**config.mk**
```make
export PLATFORM = sky130hd
export DESIGN_NAME = line_controller_n
export DESIGN_NICKNAME = d
export VERILOG_FILES = /design/src/rtl/line_follower_pkg.sv /design/src/rtl/line_classifier.sv /design/src/rtl/line_controller_n.sv
export SDC_FILE = /design/constraint.sdc
export NUM_CORES = 1
export LEC_CHECK = 0
export ABC_AREA = 1
export CORE_MARGIN = 5
export CORE_UTILIZATION = 45
export DETAILED_ROUTE_END_ITERATION = 8
export PLACE_DENSITY = 0.86
export SYNTH_ARGS = -nofsm -noshare
export SYNTH_HDL_FRONTEND = slang
export SYNTH_SLANG_ARGS = --single-unit
export TNS_END_PERCENT = 50
```
**constraint.sdc**
```tcl
create_clock -name clk -period 2.7 [get_ports clk]
set_input_delay 0.54 -clock clk [delete_from_list [all_inputs] [get_ports clk]]
set_output_delay 0.54 -clock clk [all_outputs]
set_load 0.01 [all_outputs]
```
**src/rtl/line_follower_pkg.sv**
```systemverilog
// Shared types for the line-follower steering controller: FSM states, line
// classes and motor direction polarity.
package line_follower_pkg;

  typedef enum logic [2:0] {
    ST_OFF, ST_FWD, ST_GENTLE_L, ST_SHARP_L,
    ST_GENTLE_R, ST_SHARP_R, ST_SEARCH_L, ST_SEARCH_R
  } controller_state_e;

  typedef enum logic [2:0] {
    CLS_FWD, CLS_GENTLE_L, CLS_SHARP_L, CLS_GENTLE_R, CLS_SHARP_R, CLS_LOSS
  } line_class_e;

  localparam logic DIR_L_FWD = 1'b1;
  localparam logic DIR_R_FWD = 1'b0;

  // LOSS has no steering state of its own; callers resolve it before use.
  function automatic controller_state_e cls2state(input line_class_e c);
    case (c)
      CLS_GENTLE_L: return ST_GENTLE_L;
      CLS_SHARP_L:  return ST_SHARP_L;
      CLS_GENTLE_R: return ST_GENTLE_R;
      CLS_SHARP_R:  return ST_SHARP_R;
      default:      return ST_FWD;
    endcase
  endfunction

endpackage

```
**src/rtl/line_classifier.sv**
```systemverilog
// Combinational line position classifier: compares the number of on-line
// sensors left and right of centre and checks the centre sensor.
module line_classifier
  import line_follower_pkg::*;
#(
  parameter int NUM_SENSORS = 3
) (
  input  logic [NUM_SENSORS-1:0] s,
  output line_class_e            line_class
);

  localparam int C  = (NUM_SENSORS - 1) / 2;
  localparam int CW = $clog2(C + 1);

  logic [NUM_SENSORS-1:0] line;
  logic [CW-1:0]          l_cnt, r_cnt;

  always_comb begin
    line  = ~s;
    l_cnt = '0;
    r_cnt = '0;
    for (int i = 0; i < C; i++) begin
      l_cnt = l_cnt + CW'(line[C+1+i]);
      r_cnt = r_cnt + CW'(line[i]);
    end
  end

  always_comb begin
    line_class = CLS_FWD;
    if (&line)
      line_class = CLS_FWD;
    else if (~|line)
      line_class = CLS_LOSS;
    else if (l_cnt > r_cnt)
      line_class = line[C] ? CLS_GENTLE_L : CLS_SHARP_L;
    else if (r_cnt > l_cnt)
      line_class = line[C] ? CLS_GENTLE_R : CLS_SHARP_R;
  end

endmodule

```
**src/rtl/line_controller_n.sv**
```systemverilog
// Line-follower steering FSM: one decision per PWM period, hold-on-loss for a
// few periods, then a search spin toward the side the line was last seen.
module line_controller_n
  import line_follower_pkg::*;
#(
  parameter int NUM_SENSORS  = 3,
  parameter int PERIOD       = 2_000_000,
  parameter int CNT_W        = 21,
  parameter int LOST_PERIODS = 8
) (
  input  logic                   clk,
  input  logic                   reset,
  input  logic                   enable,
  input  logic [NUM_SENSORS-1:0] sensors,
  input  logic [CNT_W-1:0]       count_in,
  output logic                   count_reset,
  output logic                   motor_l_reset,
  output logic                   motor_r_reset,
  output logic                   motor_l_direction,
  output logic                   motor_r_direction,
  output logic                   lost
);

  localparam int              LW       = $clog2(LOST_PERIODS + 1);
  localparam logic [CNT_W-1:0] PERIOD_C = CNT_W'(PERIOD);

  logic [NUM_SENSORS-1:0] sync_q, s;
  controller_state_e      state, state_nxt;
  logic [LW-1:0]          lost_cnt, lost_cnt_nxt;
  logic [LW:0]            lost_inc;
  logic                   lost_hit;
  logic                   last_turn, last_turn_nxt;
  logic                   tick;
  line_class_e            line_class;

  line_classifier #(.NUM_SENSORS(NUM_SENSORS)) u_cls (
    .s          (s),
    .line_class (line_class)
  );

  always_ff @(posedge clk) begin
    if (reset) begin
      sync_q    <= '0;
      s         <= '0;
      state     <= ST_OFF;
      lost_cnt  <= '0;
      last_turn <= 1'b0;
    end else begin
      sync_q    <= sensors;
      s         <= sync_q;
      state     <= state_nxt;
      lost_cnt  <= lost_cnt_nxt;
      last_turn <= last_turn_nxt;
    end
  end

  assign tick        = (count_in >= PERIOD_C) && (state != ST_OFF);
  assign count_reset = (state == ST_OFF) || tick;
  assign lost_inc    = {1'b0, lost_cnt} + (LW+1)'(1);
  assign lost_hit    = lost_inc >= (LW+1)'(LOST_PERIODS);

  always_comb begin
    state_nxt     = state;
    lost_cnt_nxt  = lost_cnt;
    last_turn_nxt = last_turn;
    if (!enable) begin
      state_nxt = ST_OFF;
    end else begin
      case (state)
        ST_OFF: state_nxt = cls2state(line_class);
        ST_FWD, ST_GENTLE_L, ST_SHARP_L, ST_GENTLE_R, ST_SHARP_R,
        ST_SEARCH_L, ST_SEARCH_R: begin
          if (tick) begin
            if (line_class != CLS_LOSS) begin
              state_nxt    = cls2state(line_class);
              lost_cnt_nxt = '0;
            end else begin
              lost_cnt_nxt = lost_hit ? LW'(LOST_PERIODS) : lost_inc[LW-1:0];
              // Search states simply keep spinning while the line stays lost.
              if (lost_hit && state != ST_SEARCH_L && state != ST_SEARCH_R)
                state_nxt = last_turn ? ST_SEARCH_R : ST_SEARCH_L;
            end
          end
        end
        default: state_nxt = ST_OFF;
      endcase
    end
    case (state_nxt)
      ST_GENTLE_L, ST_SHARP_L: last_turn_nxt = 1'b0;
      ST_GENTLE_R, ST_SHARP_R: last_turn_nxt = 1'b1;
      default: ;
    endcase
  end

  always_comb begin
    motor_l_reset     = 1'b1;
    motor_r_reset     = 1'b1;
    motor_l_direction = 1'b0;
    motor_r_direction = 1'b0;
    lost              = 1'b0;
    case (state)
      ST_FWD: begin
        motor_l_reset     = 1'b0;
        motor_r_reset     = 1'b0;
        motor_l_direction = DIR_L_FWD;
        motor_r_direction = DIR_R_FWD;
      end
      ST_GENTLE_L: begin
        motor_r_reset     = 1'b0;
        motor_r_direction = DIR_R_FWD;
      end
      ST_SHARP_L, ST_SEARCH_L: begin
        motor_l_reset     = 1'b0;
        motor_r_reset     = 1'b0;
        motor_l_direction = ~DIR_L_FWD;
        motor_r_direction = DIR_R_FWD;
        lost              = (state == ST_SEARCH_L);
      end
      ST_GENTLE_R: begin
        motor_l_reset     = 1'b0;
        motor_l_direction = DIR_L_FWD;
      end
      ST_SHARP_R, ST_SEARCH_R: begin
        motor_l_reset     = 1'b0;
        motor_r_reset     = 1'b0;
        motor_l_direction = DIR_L_FWD;
        motor_r_direction = ~DIR_R_FWD;
        lost              = (state == ST_SEARCH_R);
      end
      default: ;
    endcase
  end

endmodule

```
* Yosys cells after proc, flatten, opt, wreduce, memory -nomap -nowiden
Cells that the tools add are included.
Storage, ports and cells: flip-flop bits (word level) 14, memories kept 0, bits in writable memories 0, output and inout bits 6, word-level logic and storage cells 68, input port bits 27, ROM bits 0, bits in latches 0
Cells by class: divide/modulo/power cells 0, $lt $le $gt $ge 4, shift operators 0, reductions and logical operators 18, muxes and demuxes 21, multipliers 0, add/subtract/negate cells 1, bitwise operators 1, equality and inequality tests 18
Operators by type and width (number):
- $mux 3 | 9
- $eq 3x3->1 const B | 7
- $ge 21x21->1 const B | 1
- $eq 3x2->1 const B | 6
- $pmux 3 s4 | 1
- $reduce_or 6->1 | 2
- $ne 3x3->1 const B | 3
- $mux 4 | 2
- $reduce_or 2->1 | 4
- $reduce_or 7->1 | 1
- $eq 3x1->1 const B | 2
- $pmux 3 s2 | 1
- $reduce_and 3->1 | 2
- $add 4x1->5 const B | 1
- $ge 5x4->1 const B | 1
- $mux 1 | 5
- $pmux 1 s2 | 2
- $reduce_or 4->1 | 1
- $logic_and 1x1->1 | 3
- $logic_not 3->1 | 1
- $not 3->3 | 1
- $reduce_bool 3->1 | 1
- $reduce_or 3->1 | 1
- $gt 1x1->1 | 2
- other kinds (3) | 3

* Depth between registers and ports, before layout
Gate-level depths: netlist of the first run.
depth in word-level cells 15, depth in mapped cells 12, depth with buffers taken out 12

* Cells and area by module
Synthesis of the first run repeated with hierarchy kept, for this count alone.
Unflattened totals: cells, all modules 153, area total of the unflattened synthesis 957.2 um^2
Modules (own cells, without submodules):
- line_controller_n | area an instance 894.6 um^2, cells an instance 138, times used 1
- line_classifier | area an instance 62.6 um^2, cells an instance 15, times used 1

* Least setup slack after synthesis of the first run
Ideal clock, no wire load.
kind input to output, start point input port count_in[14], end point output port count_reset, data arrival time 1094 ps, buffers on the path 0, slack 1066 ps, stages on the path 7, cells stage by stage nor2_2 > nand3_1 > nor2_2 > nand2_2 > nand2_4 > nor2_1 > inv_1
On the way: longest elaborated chain between the ends 3
Ends and longest elaborated chain:
- start, declared | line line_controller_n.sv:15 | input logic [CNT_W-1:0] count_in,
- $ge 21x21->1 | line line_controller_n.sv:57 | assign tick = (count_in >= PERIOD_C) && (state != ST_OFF);
- $logic_and 1x1->1 | line line_controller_n.sv:57
- $logic_or 1x1->1 | line line_controller_n.sv:58 | assign count_reset = (state == ST_OFF) || tick;
- end, declared | line line_controller_n.sv:16 | output logic count_reset,
No other way between the ends.

* Final worst setup path of the first run
start point input port count_in[15], end point output port count_reset
Same word-level chain as after synthesis.

==> out/results.ini, run 1 <==
[run_status]
status = finished, final reports clean

[floorplan]
io-pin-count = 33
rows = 16
initial_core_util = 0.4635
coreArea_sq_um = 1922
die_y_um = 54.50
die_width_um = 54.50
die_area_sq_um = 2970

[yosys]
ys_types = 20
synth.top_cell.area_share = 0.3146
yosysSeqAreaShare = 0.3146
yosysTopAreaCell = dfxtp_1
ys_top_cells_by_area = dfxtp_1 (31%), inv_1 (13%), nand2_1 (11%)
synth.avg_cell_area_sq_um = 6.550
ys_seq_elements = 14
synth_top_family_by_area = simple AND/OR/NAND/NOR gates
synth_mux_area_frac = 0
synth-xor-area-share = 0.009831
yosysWarnings = 0
synthSimpleGateAreaFrac = 0.4115
netlist_instances = 136
synthAdderAreaFrac = 0.02809
netlist_area_sq_um = 890.9
syn_nets = 165
synth_compound_area_frac = 0.09270

[clock_tree]
insertion_delay_ns = 0.27
clockRootBuffer = clkbuf_4
cts_tree = built
cts_setup_buffers = 0
clock_path_buffers = 2
ctsHoldBuffers = 0
cts_inserted_buffers = 3
cts_max_level = 1
postCtsResizedCells = 0
cts.clk_slew.worst_paths_ns = 0.09
clock_sinks = 14

[timing]
rsz0062_at_grt = false
finalSetupTns_ns = 0
finClkSkew_ns = 0.0006229
fin_crit_sh = 0.8434
post-route-min-period_ns = 2.277
drv_slew = 0
worst_slack_ns = 0.4227
finalSetupViolCount = 0
hold_viol = 0
max_freq_mhz = 439.1
relSlewSlack = 0.7543
tightest_slew_ns = 0.3675

[global_route]
grt.overflow.total = 0
antenna_found_initial = 0
grt_first_pass_wirelength_mm = 3.167
grt_max_degree = 11
grt_util_all_layers = 0.1485
grt_pass1_vias = 802

[critical_path]
worst_setup_path_end_kind = output port
crit_arrival_ns = 1.74
cp_slowest_stage_delay_ns = 0.50
path_max_fanout = 3
critPathKind = primary input to output port
required_ns = 2.16
reg2reg_slack_ns = 1.22
cp_common_cell = inv_1
cp_slowest_cell = clkdlybuf4s50_1
cp_cell_sequence = clkdlybuf4s50_1 -> inv_1 -> o21ai_0 -> nand2_1 -> nand2_4 -> nor2_1 -> inv_1 -> dlymetal6s2s_1
cp-start-kind = primary input

[final_layout]
n_fill_cell = 188
mostFrequentLayoutCells = inv_1 (31), nand2_1 (25), clkdlybuf4s50_1 (24), nor2_1 (16), dfxtp_1 (14)
multi_input_area_sq_um = 483.0
regArea_sq_um = 280.3
final_core_util = 0.6335
final_nets = 195
area_delta_synth_final_pct = 36.66
final_common_cell = inv_1
antennaDiodeCount = 0
drive_gt1_frac = 0.1333

[route]
first_pass_iters = 4
wire_per_inst_um = 10.21
drt_iter0_drc = 18
routed_wl_mm = 1.960
vias = 895
viasPerCell = 4.661
ant_nets = 0
drc = 0

[pwr]
ir_worst_vdd_mv = 0.3163
leakage_nw = 0.5941
power_per_cell_area_nw_per_um2 = 405.8

[placement]
hpwlAfterDp_mm = 1.683
place_ws_ns = 0.04523
gp_congestion = 0.9048
io_buffers = 25

[hold_path]
hp-class = flop to flop

[job]
max_cap_violations = 0

[metal layers]
| metal | vias to the layer above | GRT usage | wire (um) |
|---|---|---|---|
| met5 | - | 0 | 0 |
| met4 | 0 | 0.08299 | 0 |
| met3 | 0 | 0.01907 | 82 |
| met2 | 21 | 0.2729 | 1049 |
| met1 | 401 | 0.1617 | 828 |
| li1 | 473 | - | - |
[critical path: cells and delay by family]
kind                   cells  cell delay [ns]
AO/OA/AOI/OAI              1             0.16
buffers and inverters      4             0.76
AND/OR/NAND/NOR            3             0.27
[power breakdown]
| group | total [mW] | internal, mW | switching, mW | leakage [nW] |
|---|---|---|---|---|
| combinational | 0.119 | 0.0613 | 0.0577 | 0.459 |
| sequential | 0.224 | 0.216 | 0.00805 | 0.115 |
| clock | 0.151 | 0.0820 | 0.0690 | 0.0210 |
| total | 0.494 | 0.359 | 0.135 | 0.594 |
[cell families (layout without fill, tap and decap cells)]
family | after synthesis | in the layout
adders and majority gates | 2 | 2
buffers and inverters | 34 | 63
DFF | 14 | 14
and+or+nand+nor | 70 | 70
xor gates and xnor gates | 1 | 1
AOI/OAI and AO/OA | 15 | 15
[stage by stage]
step                std cells  power, mW  hold WS, ns  cell area, sq um
floorplan                 136     0.2891       0.3883             890.9
global placement          188     0.3440       0.3890              1179
detailed placement        188     0.3492       0.3994              1179
CTS                       192     0.5001       0.4119              1215
global route              192     0.5238       0.4242              1217
finish                    192     0.4941       0.4102              1217
[worst paths after layout]
kind | from | to | cells past startpoint
min reg2reg | sync_q[2] | s[2] | 2
max | count_in[15] | count_reset | 8
max reg2reg | lost_cnt[0] | last_turn | 11
min | sync_q[2] | s[2] | 2
[sequential cells by signal (all words and copies together), names as in the netlist]
signal     flops
last_turn      1
lost_cnt       4
s              3
state          3
sync_q         3
[cells in the mapped netlist]
master / count
ha_1: 2
nand2_2: 3
nand3_1: 8
nand3b_4: 1
nor2_4: 2
xnor2_1: 1
nand4_1: 5
inv_1: 31
nor2_1: 16
a21oi_2: 2
nand3_4: 1
o21ai_0: 9
nor3_1: 3
nor2_2: 4
clkbuf_1: 1
dfxtp_1: 14
a21oi_1: 4
nand2_4: 2
inv_2: 2
nand2_1: 25
[final cells by class]
| type | count | share of cell area |
|---|---|---|
| multi-input cells | 88 | 0.3967 |
| flip-flops and latches | 14 | 0.2302 |
| repair buffers | 26 | 0.2138 |
| inverters | 33 | 0.1017 |
| clock buffers | 4 | 0.02980 |
| well taps | 27 | 0.02775 |
(Power assumes the default switching activity.)
==> run 2, diff against run 1 <==
CORE_UTILIZATION = 43   (was 45)
PLACE_DENSITY = 0.83   (was 0.86)
clock period = 2.2 ns   (was 2.7 ns; I/O delays follow)
==> run 2 against run 1 <==
Effect of this change: wire length up 0.71%; count of clock-buffer cells in the layout unchanged; highest routed layer is now met4; sequential share of layout area down 0.46 points; critical path type unchanged; final cell count up 2.1%; sequential power up 23%; first-iteration DRC count down 22%; critical path depth unchanged; via count up 3.1%; core utilization about the same; total power up 24%.
==> out/results.ini, run 2 (synthesis results as in run 1) <==
[hold_path]
hp-start = sync_q[1]
hp-class = flop to flop
min_to = s[1]
min_path_cells = 2

[job]
max_cap_violations = 0

[clock_tree]
cts_tree = built
cts.clk_slew.worst_paths_ns = 0.08
clock_path_buffers = 2
cts_inserted_buffers = 3
ctsHoldBuffers = 0
cts_max_level = 1
clock_sinks = 14
clockRootBuffer = clkbuf_4
insertion_delay_ns = 0.29

[route]
wire_per_inst_um = 10.07
first_pass_iters = 4
ant_nets = 0
vias = 923
drc = 0
drt_iter0_drc = 14
routed_wl_mm = 1.974
viasPerCell = 4.709

[critical_path]
path_buf_inv = 3
crit_family = buffers and inverters
cp_cell_sequence = clkdlybuf4s50_1 -> nor2_2 -> o21ai_0 -> nand2_1 -> nand2_4 -> nor2_2 -> inv_1 -> clkbuf_2
critPathKind = primary input to output port
r2r_start = lost_cnt[0]
rr_endpoint = last_turn
cp-start-kind = primary input
reg2reg_slack_ns = 0.71
required_ns = 1.76
path_max_fanout = 2
worst_setup_path_end_kind = output port
crit_arrival_ns = 1.58
cp_common_cell = nor2_2
rr_worst_depth = 11
cp_slowest_stage_delay_ns = 0.49
cp_slowest_cell = clkdlybuf4s50_1

[final_layout]
largest_reg_flops = 4
final_nets = 199
drive_gt1_frac = 0.1657
final_core_util = 0.6333
final_common_cell = inv_1
area_delta_synth_final_pct = 39.47
regMostFlops = lost_cnt
antennaDiodeCount = 0
mostFrequentLayoutCells = inv_1 (31), nand2_1 (25), clkdlybuf4s50_1 (24), nor2_1 (15), dfxtp_1 (14)

[floorplan]
initial_core_util = 0.4541
die_area_sq_um = 3082
die_y_um = 55.52
io-pin-count = 33
coreArea_sq_um = 1962
die_width_um = 55.52
rows = 16

[timing]
tightest_slew_ns = 0.2041
worst_slack_ns = 0.1769
holdWs_ns = 0.4070
finalSetupViolCount = 0
fin_crit_sh = 0.9196
finClkSkew_ns = 0.008898
relSlewSlack = 0.8635
drv_slew = 0
hold_viol = 0
max_freq_mhz = 494.3
rsz0062_at_grt = false
post-route-min-period_ns = 2.023

[pwr]
ir_worst_vdd_mv = 0.3071
p_total_mw = 0.6136
leakage_nw = 0.6066
power_per_cell_area_nw_per_um2 = 493.9

[placement]
gp_congestion = 0.9365
io_buffers = 25
hpwlAfterDp_mm = 1.621
place_ws_ns = -0.2066

[global_route]
antenna_found_initial = 0
grt.overflow.total = 0
grt_max_degree = 10
grt_util_all_layers = 0.1371
grt_first_pass_wirelength_mm = 3.456
grt_pass1_vias = 856

[run_status]
status = finished, final reports clean

[run 2: cell types whose count changed in the layout (fill, tap and decap cells not counted)]
cell | previous run | this run
buf_4 | 1 | 5
clkbuf_2 | 0 | 1
dlymetal6s2s_1 | 1 | 0
nor2_1 | 16 | 15
nor2_2 | 4 | 5
[run 2: worst reg2reg max path, cell delays in order (launching register included)]
cell and delay, ns:
dfxtp_1 0.37, ha_1 0.25, nor2_1 0.10, nand2_1 0.08
nand2_2 0.10, nand3_1 0.08, nand2_1 0.06, nand3_1 0.08
nand3_1 0.11, nand2_1 0.06, nand2_1 0.07, nor2_2 0.04
[run 2: area by class of cell]
type | count | area [sq um]
clock buffers | 4 | 36.28
repair buffers | 30 | 282.8
flip-flops and latches | 14 | 280.3
inverters | 33 | 123.9
fillers | 195 | 719.4
multi-input cells | 88 | 485.5
well taps | 27 | 33.78
[run 2: worst max path at each step]
stage	startpoint	end	slack [ns]	depth (start not counted)
global route	count_in[13]	count_reset	0.08	8
detailed placement	count_in[13]	count_reset	-0.21	8
finish	count_in[13]	count_reset	0.18	8
CTS	count_in[12]	count_reset	0.05	10
global placement	count_in[15]	count_reset	-0.16	8
floorplan	count_in[14]	count_reset	0.77	7
[run 2: timing repair]
item	4_1_cts	5_1_grt
endpoints found under the hold margin	0	0
endpoints found under the setup margin	1	1
buffers inserted	0	1
gates resized for setup	1	3
pin swaps	0	1
[run 2: metal layers]
metal	GRT usage	vias to the layer above	routed length [um]
met5	0	-	0
met4	0.06250	0	47
met3	0.05361	7	114
met2	0.2348	23	961
met1	0.1471	414	851
li1	-	479	-
[run 2: stage by stage]
| stage | std cells | setup TNS [ns] | cell area (sq um) |
|---|---|---|---|
| 6_report | 196 | 0 | 1242 |
| 5_1_grt | 196 | 0 | 1242 |
| 4_1_cts | 195 | 0 | 1236 |
| 3_5_place_dp | 191 | -0.2066 | 1201 |
| 3_3_place_gp | 191 | -0.1626 | 1201 |
| 2_1_floorplan | 136 | 0 | 890.9 |
[run 2: where the power goes]
part / internal [mW] / switching (mW)
clock network: 0.101 / 0.0891
logic: 0.0759 / 0.0727
registers: 0.265 / 0.00991
total: 0.442 / 0.172
==> run 3, diff against run 2 <==
CORE_ASPECT_RATIO = 0.7   (was not set)
==> run 3 against run 2 <==
Effect of this change: combinational power grew 4%; final cell count shrank 2.0%; count of clock-buffer cells in the layout is the same; wire length increased by 22%; first-iteration DRC count rose to 3.9 times the previous value; critical path depth increased by 1; non-clock buffer count rose by 1; sequential power about the same; global-route usage grew 2.6 points; sequential cell count is the same; worst hold slack improved by 0.0012 ns; critical endpoint unchanged; largest cell class unchanged; largest power group unchanged.
==> out/results.ini, run 3 (synthesis results as in run 1) <==
[timing]
rsz0062_at_grt = false
finClkSkew_ns = 0.003047
finalSetupViolCount = 0
fin_crit_sh = 0.9293
post-route-min-period_ns = 2.045
tightest_slew_ns = 0.2119
hold_viol = 0
drv_slew = 0
relSlewSlack = 0.8572
max_freq_mhz = 489.1

[hold_path]
hp-start = sync_q[2]
min_to = s[2]
hp-class = flop to flop
min_path_cells = 2

[route]
viasPerCell = 5.130
drc = 0
first_pass_iters = 4
wire_per_inst_um = 12.53
vias = 985
ant_nets = 0
routed_wl_mm = 2.405
drt_iter0_drc = 55

[final_layout]
final_common_cell = inv_1
area_delta_synth_final_pct = 39.61
final_nets = 200
mostFrequentLayoutCells = inv_1 (31), nand2_1 (25), clkdlybuf4s50_1 (24), nor2_1 (15), dfxtp_1 (14)
n_fill_cell = 184
antennaDiodeCount = 0
regMostFlops = lost_cnt
largest_reg_flops = 4
drive_gt1_frac = 0.1706
regArea_sq_um = 280.3
final_core_util = 0.6480
multi_input_area_sq_um = 485.5
instances_no_fill = 192

[critical_path]
reg2reg_slack_ns = 0.63
r2r_start = lost_cnt[0]
rr_endpoint = last_turn
rr_worst_depth = 11
critPathKind = primary input to output port
path_max_fanout = 2
worst_setup_path_end_kind = output port
cp-start-kind = primary input
crit_arrival_ns = 1.60
required_ns = 1.76

[global_route]
grt_pass1_vias = 908
grt_first_pass_wirelength_mm = 3.774
grt_util_all_layers = 0.1633
antenna_found_initial = 0
grt_max_degree = 10
grt.overflow.total = 0

[run_status]
status = finished, final reports clean

[floorplan]
initial_core_util = 0.4641
die_y_um = 48.08
rows = 13
die_width_um = 64.40
coreArea_sq_um = 1919
io-pin-count = 33
die_area_sq_um = 3096

[clock_tree]
cts_max_level = 1
clockRootBuffer = clkbuf_4
clock_sinks = 14
clock_path_buffers = 2
cts.clk_slew.worst_paths_ns = 0.08
insertion_delay_ns = 0.29
cts_inserted_buffers = 3
cts_tree = built

[placement]
gp_congestion = 0.9244
io_buffers = 25
hpwlAfterDp_mm = 1.903
dpl.cell_count = 186

[pwr]
ir_worst_vdd_mv = 0.3077
power_per_cell_area_nw_per_um2 = 496.2
leakage_nw = 0.6109

[job]
max_cap_violations = 0

==> run 3: critical path, stage by stage <==
cell and delay (ns):
clkdlybuf4s50_1 0.41, nor2_2 0.14, nand3_1 0.10, nor2_2 0.14, nand2_2 0.08, nand2_4 0.07
nor2_2 0.04, inv_1 0.06, clkbuf_2 0.13
==> run 3: worst max path at each step <==
stage | endpoint | from | depth (start not counted)
finish | count_reset | count_in[14] | 9
global route | count_reset | count_in[11] | 10
CTS | count_reset | count_in[12] | 10
detailed placement | count_reset | count_in[15] | 8
global placement | count_reset | count_in[20] | 8
floorplan | count_reset | count_in[14] | 7
==> run 3: final cells by class <==
class / instances / area share
multi-input cells: 88 / 0.3903
repair buffers: 31 / 0.2334
flip-flops and latches: 14 / 0.2254
inverters: 33 / 0.09960
clock buffers: 4 / 0.02918
well taps: 22 / 0.02213
==> run 3: repair_timing <==
item	in CTS	in global routing
hold buffers	0	0
gates resized for setup	3	2
setup buffers	1	1
pin swaps	1	3
setup endpoints to repair	1	1
==> run 3: per-stage QoR <==
step	hold slack [ns]	TNS, ns	worst slack (ns)	total power, mW	area (sq um)
after floorplan	0.3883	0	0.7661	0.3548	890.9
after global placement	0.3921	-0.1711	-0.1711	0.4253	1195
after detailed placement	0.3980	-0.2954	-0.2954	0.4329	1195
after CTS	0.4098	0	0.004271	0.6189	1240
after global routing	0.4240	0	0.07876	0.6473	1244
final	0.4082	0	0.1555	0.6171	1244
==> run 3: power by group <==
part	switching (mW)	internal [mW]	total (mW)
clock network	0.0867	0.101	0.188
registers	0.00993	0.265	0.275
logic	0.0785	0.0760	0.155
==> run 3: metal layers <==
metal,global-route usage,vias to the layer above,routed length (um)
met5,0,-,0
met1,0.1766,431,965
met3,0.05634,14,210
met4,0.07563,0,81
met2,0.3012,55,1147
li1,-,485,-
